[src/rtl/lcd_frame_scheduler_if.sv]
// Frame scheduler handshake bundle.
// master = scheduler side, slave = LCD datapath / top side.
`timescale 1ns/1ps
interface lcd_frame_scheduler_if;
  logic        init_done;
  logic        frame_ack;
  logic        pause;
  logic        frame_req;
  logic [2:0]  frame_color_id;
  logic [2:0]  test_color_id;
  logic        display_active;
  logic [15:0] frame_cnt;
  logic        fault;

  modport master (
    input  init_done,
    input  frame_ack,
    input  pause,
    output frame_req,
    output frame_color_id,
    output test_color_id,
    output display_active,
    output frame_cnt,
    output fault
  );

  modport slave (
    output init_done,
    output frame_ack,
    output pause,
    input  frame_req,
    input  frame_color_id,
    input  test_color_id,
    input  display_active,
    input  frame_cnt,
    input  fault
  );
endinterface

[src/rtl/lcd_frame_scheduler.sv]
// LCD frame scheduler: colour rotation, frame req/ack, gap, watchdog.
// Optional FRAME_SCHED_PAUSE_EN: pause holds rotation at gap expiry.
`timescale 1ns/1ps
module lcd_frame_scheduler #(
  parameter int NUM_COLORS     = 8,
  parameter int HOLD_FRAMES    = 4,
  parameter int GAP_CYCLES     = 1000,
  parameter int TIMEOUT_CYCLES = 2000000
) (
  input  logic                 clk_25MHz,
  input  logic                 rst,
  lcd_frame_scheduler_if.master io
);

  localparam int TW = $clog2(TIMEOUT_CYCLES + 1);
  localparam int GW = $clog2(GAP_CYCLES + 1);
  localparam int HW = $clog2(HOLD_FRAMES + 1);

  localparam logic [TW-1:0] TMO_LAST   = TW'(TIMEOUT_CYCLES - 1);
  localparam logic [GW-1:0] GAP_LAST   = GW'(GAP_CYCLES - 1);
  localparam logic [HW-1:0] HOLD_LAST  = HW'(HOLD_FRAMES - 1);
  localparam logic [2:0]    COLOR_LAST = 3'(NUM_COLORS - 1);

  localparam logic [1:0] S_WAIT_INIT = 2'd0;
  localparam logic [1:0] S_REQ       = 2'd1;
  localparam logic [1:0] S_GAP       = 2'd2;
  localparam logic [1:0] S_FAULT     = 2'd3;

  logic [1:0]    r_state;
  logic [TW-1:0] r_tmo;
  logic [GW-1:0] r_gap;
  logic [HW-1:0] r_hold;
  logic [2:0]    r_color;
  logic [15:0]   r_cnt;

  logic w_gap_done;
  logic w_tmo_done;
  logic w_hold_gap;

  assign w_gap_done = (r_gap == GAP_LAST);
  assign w_tmo_done = (r_tmo == TMO_LAST);

`ifdef FRAME_SCHED_PAUSE_EN
  assign w_hold_gap = io.pause;
`else
  logic w_unused_pause;
  assign w_unused_pause = io.pause;
  assign w_hold_gap     = 1'b0;
`endif

  // Frame sequencing state, counters and colour rotation
  always_ff @(posedge clk_25MHz) begin
    if (rst) begin
      r_state <= S_WAIT_INIT;
      r_tmo   <= '0;
      r_gap   <= '0;
      r_hold  <= '0;
      r_color <= '0;
      r_cnt   <= '0;
    end else begin
      unique case (r_state)
        S_WAIT_INIT: begin
          if (io.init_done) begin
            r_state <= S_REQ;
            r_tmo   <= '0;
          end
        end
        S_REQ: begin
          if (io.frame_ack) begin
            r_state <= S_GAP;
            r_gap   <= '0;
            r_cnt   <= r_cnt + 16'd1;
            if (r_hold == HOLD_LAST) begin
              r_hold  <= '0;
              r_color <= (r_color == COLOR_LAST) ?
                         3'd0 : r_color + 3'd1;
            end else begin
              r_hold <= r_hold + HW'(1);
            end
          end else if (w_tmo_done) begin
            r_state <= S_FAULT;
          end else begin
            r_tmo <= r_tmo + TW'(1);
          end
        end
        S_GAP: begin
          if (!w_gap_done) begin
            r_gap <= r_gap + GW'(1);
          end else if (!w_hold_gap) begin
            r_tmo   <= '0;
            r_state <= io.init_done ? S_REQ : S_WAIT_INIT;
          end
        end
        S_FAULT: begin
          r_state <= S_FAULT;
        end
        default: r_state <= S_WAIT_INIT;
      endcase
    end
  end

  assign io.frame_req      = (r_state == S_REQ);
  assign io.display_active = (r_state == S_REQ) ||
                             (r_state == S_GAP);
  assign io.fault          = (r_state == S_FAULT);
  assign io.frame_color_id = r_color;
  assign io.test_color_id  = r_color;
  assign io.frame_cnt      = r_cnt;

endmodule

[src/flat_wrapper.sv]
// flat-port wrapper written by rule: the top's interface ports become plain ports
module lcd_frame_scheduler_flat 
#(
  parameter int NUM_COLORS     = 8,
  parameter int HOLD_FRAMES    = 4,
  parameter int GAP_CYCLES     = 1000,
  parameter int TIMEOUT_CYCLES = 2000000
)
  (clk_25MHz, rst, io_init_done, io_frame_ack, io_pause, io_frame_req, io_frame_color_id, io_test_color_id, io_display_active, io_frame_cnt, io_fault);
  lcd_frame_scheduler_if io_i ();
  input  logic clk_25MHz;
  input  logic rst;
  input wire logic [$bits(io_i.init_done)-1:0] io_init_done;
  input wire logic [$bits(io_i.frame_ack)-1:0] io_frame_ack;
  input wire logic [$bits(io_i.pause)-1:0] io_pause;
  output wire logic [$bits(io_i.frame_req)-1:0] io_frame_req;
  output wire logic [$bits(io_i.frame_color_id)-1:0] io_frame_color_id;
  output wire logic [$bits(io_i.test_color_id)-1:0] io_test_color_id;
  output wire logic [$bits(io_i.display_active)-1:0] io_display_active;
  output wire logic [$bits(io_i.frame_cnt)-1:0] io_frame_cnt;
  output wire logic [$bits(io_i.fault)-1:0] io_fault;
  assign io_i.init_done = io_init_done;
  assign io_i.frame_ack = io_frame_ack;
  assign io_i.pause = io_pause;
  assign io_frame_req = io_i.frame_req;
  assign io_frame_color_id = io_i.frame_color_id;
  assign io_test_color_id = io_i.test_color_id;
  assign io_display_active = io_i.display_active;
  assign io_frame_cnt = io_i.frame_cnt;
  assign io_fault = io_i.fault;
  lcd_frame_scheduler #(.NUM_COLORS(NUM_COLORS), .HOLD_FRAMES(HOLD_FRAMES), .GAP_CYCLES(GAP_CYCLES), .TIMEOUT_CYCLES(TIMEOUT_CYCLES)) u_core (.clk_25MHz(clk_25MHz), .rst(rst), .io(io_i));
endmodule
[config.mk]
export PLATFORM = sky130hd
export DESIGN_NAME = lcd_frame_scheduler_flat
export DESIGN_NICKNAME = d
export VERILOG_FILES = /design/src/rtl/lcd_frame_scheduler_if.sv /design/src/rtl/lcd_frame_scheduler.sv /design/src/flat_wrapper.sv
export SDC_FILE = /design/constraint.sdc
export NUM_CORES = 1
export LEC_CHECK = 0
export CAP_MARGIN = 10
export CORE_AREA = 5 5 98 100
export CTS_BUF_LIST = sky130_fd_sc_hd__clkbuf_4 sky130_fd_sc_hd__clkbuf_8
export DETAILED_ROUTE_END_ITERATION = 8
export DIE_AREA = 0 0 103 105
export SETUP_SLACK_MARGIN = 0.15
export SYNTH_ARGS = -nofsm -noshare
export SYNTH_HDL_FRONTEND = slang
export SYNTH_SLANG_ARGS = --single-unit
export TNS_END_PERCENT = 1
[constraint.sdc]
create_clock -name clk_25MHz -period 2.7 [get_ports clk_25MHz]
set_input_delay 0.54 -clock clk_25MHz [delete_from_list [all_inputs] [get_ports clk_25MHz]]
set_output_delay 0.54 -clock clk_25MHz [all_outputs]
set_load 0.05 [all_outputs]
==> summary.log <==
[outcome] result of the run completed
[clock_network] Max Buffers Root-to-Sink 2
[timing] post-route setup slack 0.258 ns
[die] Die Area 10800 um^2
[worst_setup_path] crit path kind reg -> reg
[grt] global-route usage over all layers 13.4%
[drt] iteration-0 DRC count of the detailed router 160
[synthesis] top post-synthesis cells by count 55 x dfxtp_1, 39 x nand2_1, 35 x nor2_1, 34 x a21oi_1, 22 x o21ai_0
[clock_network] Gates resized, CTS repair 0
[synthesis] Synth Register Bits 55
[clock_network] hold_buf cts 0
[layout] Seq. cell area 1100 um^2
[power] leakage power total 1.13 nW
[synthesis] share of the synthesized area in the top cell type 37.9%
[layout] n_diodes 0
[die] number of placement rows 34
[synthesis] share of synthesized flip-flops with an asynchronous set or reset 0%
[worst_setup_path] Cell Chain, Critical Path inv_1 > ha_1 > nor2b_1 > or3_1 > or4b_1 > or4_1 > a21oi_1
[synthesis] per-instance average area after synthesis 7.99 um^2
[synthesis] largest family of logic cells by synthesized area simple AND/OR/NAND/NOR gates
[clock_network] clock sink total 55
[timing] Final setup viols 0
[synthesis] area leader, netlist dfxtp_1
[clock_network] number of H-tree levels 2
[worst_setup_path] critical path capture point type flip-flop
[power] maximum vdd drop 758 uV
[worst_setup_path] Req. time, crit path 2.95 ns
[worst_setup_path] R2R cell count 7
[timing] minimum clock period after layout 2.44 ns
[job] max cap viols 0
[grt] maximum number of pins on one net before global-route repair 26
[placement] setup slack after placement -0.0285 ns
[layout] net total in the final layout 406
[synthesis] EDFF count, synth 0
[worst_setup_path] critical path buffer and inverter count 1
[worst_setup_path] sort of element at the start of the critical path flip-flop
[worst_setup_path] crit-path max cell delay 0.59 ns
[power] PD cells 628 nW/um^2
[die] number of top-level pins 30
[worst_hold_path] hold crit path type reg -> reg
[die] initial core utilization 33.8%
[timing] fmax 0.409 GHz
[clock_network] number of buffers added for setup after CTS 0
[worst_setup_path] RR Endpoint u_core.r_tmo[17]
[synthesis] most numerous cell in the Yosys netlist dfxtp_1
[worst_setup_path] number of gates on the worst path with buffers counted 7
[synthesis] Compound-Gate Fraction of Synth Area 15.6%
[timing] fraction of the cycle the final worst path needs 90.4%
[layout] ratio of cells with drive above 1 in the final layout 6.39%
[worst_setup_path] startpoint of the worst-slack reg-to-reg timing path u_core.r_state[0]
[layout] total of fill cells in the finished design 886
[layout] utilization of the core after routing 39.6%
[synthesis] count of warnings emitted by yosys 0
[synthesis] post-synthesis sequential area ratio 37.9%
[layout] synthesis-to-finish area growth 17.2%
[timing] max-slew violation total from the final report 0
[placement] hpwl dp 4.94 mm
[timing] total negative slack 0 ns
[timing] worst hold slack across all endpoints 0.475 ns
[drt] routed wire length per instance 13.9 um
[placement] count of port buffers added during placement 28
[clock_network] clock tree root buffer cell clkbuf_8
[worst_hold_path] Hold EP u_core.r_hold[1]
[synthesis] synthesized netlist net count 379
[grt] antenna violations before repair 0
[worst_setup_path] critical path's slowest cell or4b_1
[die] die boundary width 103 um
[timing] Slew HR 60.5%
[worst_hold_path] Worst Hold Depth 2
[drt] detailed-router iteration count before antenna repair 4
[layout] area of combinational cells with multiple inputs 1680 um^2
[drt] number of vias after detailed routing 2714
[drt] Via-to-Cell Ratio 5.44
[worst_setup_path] arrival time at the worst endpoint 2.69 ns
[clock_network] clock slew seen by the registers of the worst setup and hold paths 0.11 ns
[synthesis] most common flop cell mapped by yosys dfxtp_1
[synthesis] Post-Synth Adder-Cell Area 4.74%
[worst_setup_path] r2r setup slk 0.26 ns
[clock_network] CTS buffer count 5
[die] overall die height 105 um
[timing] RSZ-0062 raised after global routing false
[timing] final hold vios 0
[placement] global placement routability congestion 0.797
[clock_network] clock latency at the later pin of the worst-skew pair 0.32 ns
[grt] GR Overflow Total 0
[clock_network] TritonCTS clock tree done
[drt] ANT nets after route 0
[synthesis] fraction of the mapped netlist area in simple logic gates 31.6%
[synthesis] parity-gate share of the synthesized area counting xor and xnor cells 5.74%
[drt] post-detailed-routing wire length 6.95 mm
[worst_setup_path] crit path max fanout 4
[synthesis] synthesized netlist cell count 363
[timing] final setup skew 0.0127 ns
[synthesis] biggest area contributors in the synthesized netlist dfxtp_1 38%, a21oi_1 5.9%, nand2_1 5.0%, ha_1 4.7%, nor2_1 4.5%
[synthesis] multiplexer fraction of the synthesized cell area 0.388%
[die] area of the core 8590 um^2
[grt] vias in the first global route 2525
[synthesis] Post-Synthesis Cell Area 2900 um^2
[worst_setup_path] family with the most delay on the worst path simple AND/OR/NAND/NOR gates
[synthesis] number of unique standard cell types used by synthesis 48
[timing] slew of the pin with the lowest slew margin 0.589 ns
[drt] number of DRC violations after detailed routing 0
[grt] wire length of the first global-routing pass 12.0 mm
[worst_hold_path] Min-Delay Startpoint u_core.r_hold[1]
[state kept, by name, summed over array words and instances (netlist names)]
signal                    flops
u_core.r_gap                 10
u_core.r_tmo                 21
u_core.io.frame_cnt          16
u_core.r_hold                 3
u_core.io.frame_color_id      3
u_core.r_state                2
[how the worst max path moves through the flow]
stage | from | endpoint | slack [ns]
global placement | io_frame_ack | u_core.r_tmo[17] | -0.02
detailed placement | io_frame_ack | u_core.r_tmo[17] | -0.03
floorplan | u_core.r_state[1] | u_core.r_tmo[17] | 0.16
global route | u_core.r_state[0] | u_core.r_tmo[17] | 0.16
CTS | u_core.r_state[0] | u_core.r_tmo[17] | 0.25
finish | u_core.r_state[0] | u_core.r_tmo[17] | 0.26
[tightest hold or removal path, cell delays in order, from the launching register on]
cell and delay (ns):
dfxtp_1 0.33, nand2_1 0.06, a21oi_1 0.05
[kinds of logic (layout without fill, tap and decap cells)]
| logic type | count (synthesis) | after routing |
|---|---|---|
| mux | 1 | 1 |
| compound gates | 78 | 78 |
| buf+inv | 27 | 55 |
| flops | 55 | 55 |
| fa+ha+maj | 11 | 11 |
| xor+xnor | 19 | 19 |
| simple gates | 172 | 172 |
[layout make-up]
class                   instances  share of cell area [%]
well taps                     108                    3.97
repair buffers                 39                    10.4
multi-input cells             281                    49.5
flip-flops and latches         55                    32.4
clock inverters                 3                   0.809
inverters                       8                   0.883
clock buffers                   5                    2.02
[per-layer routing]
| metal | up-vias | wire length, um | global-route usage, % |
|---|---|---|---|
| li1 | 1374 | - | - |
| met1 | 1273 | 3420 | 19.0 |
| met2 | 60 | 3200 | 20.8 |
| met3 | 7 | 258 | 2.13 |
| met4 | 0 | 73 | 4.07 |
| met5 | - | 0 | 0 |
[power by group]
group / leakage [nW] / total, mW / switching [mW] / internal [mW]
logic: 0.639 / 0.790 / 0.541 / 0.248
registers: 0.444 / 0.870 / 0.0269 / 0.843
clock network: 0.0463 / 0.478 / 0.287 / 0.191
total: 1.13 / 2.14 / 0.855 / 1.28
[layout by cell type, fill, tap and decap left out, types with 8 or more instances in the layout]
master,instances
a21oi_1,34
and3_1,12
buf_4,12
clkdlybuf4s50_1,26
dfxtp_1,55
ha_1,11
nand2_1,39
nand3_1,15
nand4_1,16
nor2_1,35
nor3_1,11
o21ai_0,22
or3_1,11
xnor2_1,11
xor2_1,8
[per-stage QoR]
| stage | total power [mW] | cells | cell area, um^2 |
|---|---|---|---|
| 2_1_floorplan | 1.42 | 363 | 2900 |
| 3_3_place_gp | 1.67 | 491 | 3310 |
| 3_5_place_dp | 1.68 | 491 | 3310 |
| 4_1_cts | 2.16 | 499 | 3400 |
| 5_1_grt | 2.28 | 499 | 3400 |
| 6_report | 2.14 | 499 | 3400 |
No activity file was read; power rests on OpenSTA's default activity.
